==> src/rtl/bp_pkg.sv <==
// Shared types for the branch predictor: counter encodings, FSM state and
// the table entry layout.
package bp_pkg;

  localparam logic [1:0] STRONG_NT = 2'b00;
  localparam logic [1:0] WEAK_NT   = 2'b01;
  localparam logic [1:0] WEAK_T    = 2'b10;
  localparam logic [1:0] STRONG_T  = 2'b11;
  localparam logic [1:0] RESET_CTR = WEAK_NT;

  typedef enum logic {
    IDLE     = 1'b0,
    REDIRECT = 1'b1
  } bp_state_e;

  // Tag is sized for the smallest table; unused upper bits stay zero.
  typedef struct packed {
    logic        valid;
    logic [29:0] tag;
    logic [31:0] target;
    logic [1:0]  ctr;
  } bp_entry_t;

  function automatic logic [1:0] ctr_next(
    input logic [1:0] c,
    input logic       taken
  );
    logic [1:0] n;
    n = c;
    if (taken && c != STRONG_T)
      n = c + 2'd1;
    else if (!taken && c != STRONG_NT)
      n = c - 2'd1;
    return n;
  endfunction

endpackage

==> src/rtl/bp_table.sv <==
// Direct-mapped prediction table: combinational read port for fetch and a
// single update port for resolving branches.
module bp_table
  import bp_pkg::*;
#(
  parameter int INDEX_BITS = 4
) (
  input  logic        clk,
  input  logic        rst,
  input  logic [31:0] rd_pc_i,
  output logic        rd_taken_o,
  output logic [31:0] rd_target_o,
  input  logic        upd_en_i,
  input  logic [31:2] upd_pc_i,
  input  logic        upd_taken_i,
  input  logic [31:0] upd_target_i
);

  localparam int N = 1 << INDEX_BITS;

  bp_entry_t tbl_q [N];

  logic [INDEX_BITS-1:0] rd_idx;
  logic [INDEX_BITS-1:0] upd_idx;
  logic [29:0]           rd_tag;
  logic [29:0]           upd_tag;
  bp_entry_t             rd_e;
  bp_entry_t             upd_e;
  logic                  upd_hit;
  logic                  wr_en;
  bp_entry_t             wr_e;

  assign rd_idx  = rd_pc_i[INDEX_BITS+1:2];
  assign upd_idx = upd_pc_i[INDEX_BITS+1:2];
  assign rd_tag  = 30'(rd_pc_i[31:INDEX_BITS+2]);
  assign upd_tag = 30'(upd_pc_i[31:INDEX_BITS+2]);
  assign rd_e    = tbl_q[rd_idx];
  assign upd_e   = tbl_q[upd_idx];

  // Reads see the registered table, so same-index updates show next cycle.
  assign rd_taken_o  = rd_e.valid && (rd_e.tag == rd_tag) && rd_e.ctr[1];
  assign rd_target_o = rd_taken_o ? rd_e.target : rd_pc_i + 32'd4;

  assign upd_hit = upd_e.valid && (upd_e.tag == upd_tag);

  always_comb begin
    wr_en = 1'b0;
    wr_e  = upd_e;
    if (upd_en_i) begin
      if (upd_hit) begin
        wr_en    = 1'b1;
        wr_e.ctr = ctr_next(upd_e.ctr, upd_taken_i);
        if (upd_taken_i)
          wr_e.target = upd_target_i;
      end else if (upd_taken_i) begin
        wr_en       = 1'b1;
        wr_e.valid  = 1'b1;
        wr_e.tag    = upd_tag;
        wr_e.target = upd_target_i;
        wr_e.ctr    = WEAK_T;
      end
    end
  end

  always_ff @(posedge clk or posedge rst) begin
    if (rst) begin
      for (int i = 0; i < N; i++) begin
        tbl_q[i].valid  <= 1'b0;
        tbl_q[i].tag    <= '0;
        tbl_q[i].target <= '0;
        tbl_q[i].ctr    <= RESET_CTR;
      end
    end else if (wr_en) begin
      tbl_q[upd_idx] <= wr_e;
    end
  end

endmodule

==> src/rtl/branch_predictor.sv <==
// Branch predictor top: mispredict detection, one-cycle redirect FSM and
// optional perf counters (enabled by BP_PERF_CNT_EN).
module branch_predictor
  import bp_pkg::*;
#(
  parameter int INDEX_BITS = 4
) (
  input  logic        clk,
  input  logic        rst,
  input  logic [31:0] if_pc,
  output logic        pred_taken,
  output logic [31:0] pred_target,
  input  logic        ex_valid,
  input  logic [31:0] ex_pc,
  input  logic        ex_taken,
  input  logic [31:0] ex_target,
  input  logic        ex_pred_taken,
  input  logic [31:0] ex_pred_target,
  output logic        redirect,
  output logic [31:0] redirect_pc
`ifdef BP_PERF_CNT_EN
  ,
  output logic [31:0] perf_branches,
  output logic [31:0] perf_mispredicts
`endif
);

  bp_state_e   state_q, state_d;
  logic [31:0] rpc_q, rpc_d;
  logic        accept;
  logic        mispred;

  // The EX slot during REDIRECT is a delay slot or wrong-path; drop it.
  assign accept  = ex_valid && (state_q == IDLE);
  assign mispred = accept &&
                   ((ex_taken != ex_pred_taken) ||
                    (ex_taken && (ex_target != ex_pred_target)));

  bp_table #(
    .INDEX_BITS (INDEX_BITS)
  ) u_table (
    .clk          (clk),
    .rst          (rst),
    .rd_pc_i      (if_pc),
    .rd_taken_o   (pred_taken),
    .rd_target_o  (pred_target),
    .upd_en_i     (accept),
    .upd_pc_i     (ex_pc[31:2]),
    .upd_taken_i  (ex_taken),
    .upd_target_i (ex_target)
  );

  always_comb begin
    state_d = state_q;
    rpc_d   = rpc_q;
    unique case (state_q)
      IDLE: begin
        if (mispred) begin
          state_d = REDIRECT;
          rpc_d   = ex_taken ? ex_target : ex_pc + 32'd8;
        end
      end
      REDIRECT: state_d = IDLE;
      default:  state_d = IDLE;
    endcase
  end

  always_ff @(posedge clk or posedge rst) begin
    if (rst) begin
      state_q <= IDLE;
      rpc_q   <= '0;
    end else begin
      state_q <= state_d;
      rpc_q   <= rpc_d;
    end
  end

  assign redirect    = (state_q == REDIRECT);
  assign redirect_pc = rpc_q;

`ifdef BP_PERF_CNT_EN
  logic [31:0] br_q, mis_q;

  always_ff @(posedge clk or posedge rst) begin
    if (rst) begin
      br_q  <= '0;
      mis_q <= '0;
    end else begin
      if (accept)
        br_q <= br_q + 32'd1;
      if (mispred)
        mis_q <= mis_q + 32'd1;
    end
  end

  assign perf_branches    = br_q;
  assign perf_mispredicts = mis_q;
`endif

endmodule

==> config.mk <==
export PLATFORM = sky130hd
export DESIGN_NAME = branch_predictor
export DESIGN_NICKNAME = d
export VERILOG_FILES = /design/src/rtl/bp_pkg.sv /design/src/rtl/bp_table.sv /design/src/rtl/branch_predictor.sv
export SDC_FILE = /design/constraint.sdc
export NUM_CORES = 2
export LEC_CHECK = 0
export ABC_AREA = 1
export CAP_MARGIN = 20
export CELL_PAD_IN_SITES_DETAIL_PLACEMENT = 1
export CELL_PAD_IN_SITES_GLOBAL_PLACEMENT = 2
export CORE_ASPECT_RATIO = 1.25
export CORE_MARGIN = 4
export CORE_UTILIZATION = 35
export CTS_CLUSTER_SIZE = 28
export DETAILED_ROUTE_END_ITERATION = 10
export HOLD_SLACK_MARGIN = 0.03
export PLACE_DENSITY = 0.9
export SYNTH_ARGS = -nofsm -noshare
export SYNTH_HDL_FRONTEND = slang
export SYNTH_HIERARCHICAL = 1
export SYNTH_SLANG_ARGS = --single-unit
==> constraint.sdc <==
create_clock -name clk -period 48.5 [get_ports clk]
set_input_delay 12.125 -clock clk [delete_from_list [all_inputs] [get_ports clk]]
set_output_delay 12.125 -clock clk [all_outputs]
set_load 0.02 [all_outputs]
==> flow_summary.yaml <==
clock_network:
  clock-root-buffer: "clkbuf_16"
  cts_setup_buffers: 0
  htreeDepth: 4
  clk_pin_slew_ns: 0.06
  cts_resized: 0
  holdBufCountCts: 0
  cts_tree: "done"
  cts_sinks: 1073
  worstSkewPairLatency_ns: 0.80
  cts_buffer_depth: 3
  cts_buffers: 132
finish:
  syn_to_final_growth_pct: 13.0
  fillers: 22400
  drive_above_1_share_pct: 5.10
  final_cells: 11300
  fin_util_pct: 39.8
  nets: 8980
die:
  ios: 199
  coreArea_um2: 176000
  die_w_um: 385
  die_h_um: 479
  rows: 172
  die-area_um2: 184000
  initial_core_util_pct: 35.3
sta:
  finalSetupTns_ns: 0
  setup_viol: 0
  tightestPinTransition_ns: 1.11
  fmax_mhz: 32.7
  min_period_ns: 30.58
  rsz0062_at_grt: "no"
  setup_slack_ns: 17.92
  slew_violations: 0
  finalHoldViolCount: 0
  fin_skew_ns: 0.0289
  min_period_over_period_pct: 63.1
  relSlewSlack_pct: 25.7
synthesis:
  yosysSeqAreaShare_pct: 43.3
  async_flop_share_pct: 100
  synth_edf_count: 0
  ys_ff_latch: 1073
  synthesis.nets: 9136
  syn-mean-instance-area_um2: 6.90
  ys_types: 45
  synthSimpleGateAreaFrac_pct: 22.7
  synth_top_family_by_area: "simple AND/OR/NAND/NOR gates"
  synthCells: 8999
  syn_area_um2: 62100
  synth-compound-area-share_pct: 22.2
  yosys-mux-area-fraction_pct: 0
  yosysWarnings: 6
  synth_fa_ha_area_share_pct: 0.0807
  synthFlopType: "dfrtp_1"
  synthXorXnorAreaFrac_pct: 0.734
critical_path:
  crit_chain: "clkdlybuf4s50_1 > clkinv_2 > nor2_4 > buf_4 > nand2_1 > nand3_1 > o22ai_1 > nor2_1 > nand2_1 > nor2_1 > nand2_1 > buf_4 > nor2_4 > nor2_1 > nor2_1 > clkdlybuf4s50_1"
  crit_type: "input pin to primary output"
  cp_slowest_cell: "clkdlybuf4s50_1"
  worst-path-max-fanout: 37
  critical_path_arrival_ns: 18.45
  critPathMaxStageDelay_ns: 0.83
  crit_path_frequent_cell: "nor2_1"
  cp_top_family: "buffers and inverters"
  critPathRequiredTime_ns: 36.38
  crit_path_start_kind: "input pin"
  critPathCaptureType: "primary output"
  worst-path-buf-inv: 5
grt:
  grt_max_degree: 189
  top_usage_layer: "met2"
  grt_first_pass_wirelength_um: 430000
  grt_overflow_total: 0
  groute.layer.met2.usage_pct: 49.2
  grt_use_total_pct: 30.8
  grtUsageMet1_pct: 38.6
  antenna_found_initial: 8
  grt_pass1_vias: 66600
  grt_use_met3_pct: 5.77
drt:
  drtAntennaViolNets: 0
  dr.pass1.iters: 8
  via_per_inst: 5.73
  drt_iter0_markers: 5767
  drc_errors: 0
  wl_per_cell_um: 25.7
  vias: 64800
  drt-total-wl_um: 290000
power_and_ir_drop:
  p_sw_w: 0.000987
  peakVddDrop_uv: 30.9
  power_frac_seq_pct: 41.3
  power_leakage_nw: 33.5
  p_int_w: 0.00189
  combinationalPowerShare_pct: 23.5
  swShare_pct: 34.2
  clkPwrFrac_pct: 35.1
  pwr_density_cell_nw_per_um2: 41.1
run:
  drv_cap: 0
placement:
  dpl.hpwl_um: 178000
  place.gp.congestion: 0.953
  io_buffers: 198
  dp_slack_ns: 17.80
  place_inst: 11000
worst_hold_path:
  worstHoldPathType: "register to register"
status:
  status: "completed"
==> power groups by stage <==
stage                     clock network [W]  logic (W)  registers [W]
after floorplan                           0   0.000433        0.00118
after global placement                    0   0.000634        0.00119
after detailed placement                  0   0.000660        0.00120
after CTS                           0.00103   0.000667        0.00119
after global routing                0.00106   0.000755        0.00121
final                               0.00101   0.000678        0.00119
==> cells in the mapped netlist, drive strengths merged (21+ instances only) <==
master,n,area (µm²)
o21ai,1632,8170
nor2,290,1180
nor3,33,165
clkbuf,409,1540
buf,252,1330
inv,1060,3980
xor2,31,272
o211ai,26,195
a21oi,518,2590
a311o,26,260
nand2,2927,11000
nand3,280,1410
nand4,21,131
dfrtp,1057,26500
o221ai,24,210
o22ai,216,1350
a21boi,32,240
a22oi,37,278
xnor2,21,184
==> layout make-up <==
type,instances,area (µm²),area share (%)
clock buffer,202,3930,5.60
antenna,6,15.0,0.0214
timing repair buffer,371,3500,4.99
inverter,1060,4020,5.73
sequential,1073,26900,38.3
clock inverter,33,394,0.562
multi-input combinational,6205,28500,40.6
tap,2349,2940,4.19
==> state kept, by name, summed over array words and instances (netlist names) <==
name,flops
u_table/tbl_q,1040
redirect_pc,32
redirect,1
==> per-stage QoR <==
stage	area [µm²]	hold WS [ns]	power [W]
after floorplan	62100	0.428	0.00162
after global placement	65500	0.447	0.00183
after detailed placement	65600	0.457	0.00186
after CTS	69900	0.472	0.00288
after global routing	70100	0.489	0.00303
final	70100	0.469	0.00288
==> kinds of logic after synthesis <==
kind of cell,count (synthesis)
buf+inv,1721
fa+ha+maj,4
compound gates,2571
simple gates,3578
flops,1073
xor+xnor,52
==> worst paths after layout <==
kind,startpoint,to,slack [ns],cells after the start
max in group asynchronous,rst,u_table/tbl_q[907],33.26,5
setup reg to reg,u_table/tbl_q[646],u_table/tbl_q[667],43.16,18
hold reg to reg,u_table/tbl_q[455],u_table/tbl_q[455],0.47,2
min in group asynchronous,rst,redirect_pc[10],11.89,2
setup / recovery,if_pc[5],pred_target[29],17.92,16
hold / removal,u_table/tbl_q[455],u_table/tbl_q[455],0.47,2
==> worst min-delay path: cells and delay by family (launching register included) <==
kind | cells | cell delay, ns
flops | 1 | 0.37
simple gates | 2 | 0.10
==> cell usage in the layout (no fill, tap or decap), types with 6 or more instances in the layout <==
cell,Yosys,final
nand2_1,2921,2917
o21ai_0,1495,1495
dfrtp_1,1057,1057
inv_1,1054,1046
a21oi_1,518,518
nand3_1,279,279
nor2_1,276,264
o22ai_1,216,216
clkdlybuf4s50_1,0,192
buf_4,38,158
o21ai_1,137,137
clkbuf_16,0,135
clkbuf_1,409,37
a22oi_1,37,37
nor3_1,33,33
a21boi_0,32,32
xor2_1,31,31
clkbuf_8,0,30
o211ai_1,26,26
a311o_1,26,26
o221ai_1,24,24
nor2_4,6,22
xnor2_1,21,21
nand4_1,21,21
clkinv_2,0,20
a41oi_1,16,16
dfstp_2,16,16
and3_1,13,13
a31oi_1,13,13
o21bai_1,10,10
a21o_1,10,10
buf_12,0,7
nand2_2,4,7
diode_2,0,6
or2_2,6,6
bufinv_16,0,6
a31o_2,6,6
buf_6,8,6
==> per-layer routing <==
layer	up-vias	part of all wire, %
li1	28600	-
met4	4	7.1
met3	776	7.6
met1	32700	40
met2	2684	45
met5	-	0.011
(Power assumes the default switching activity.)
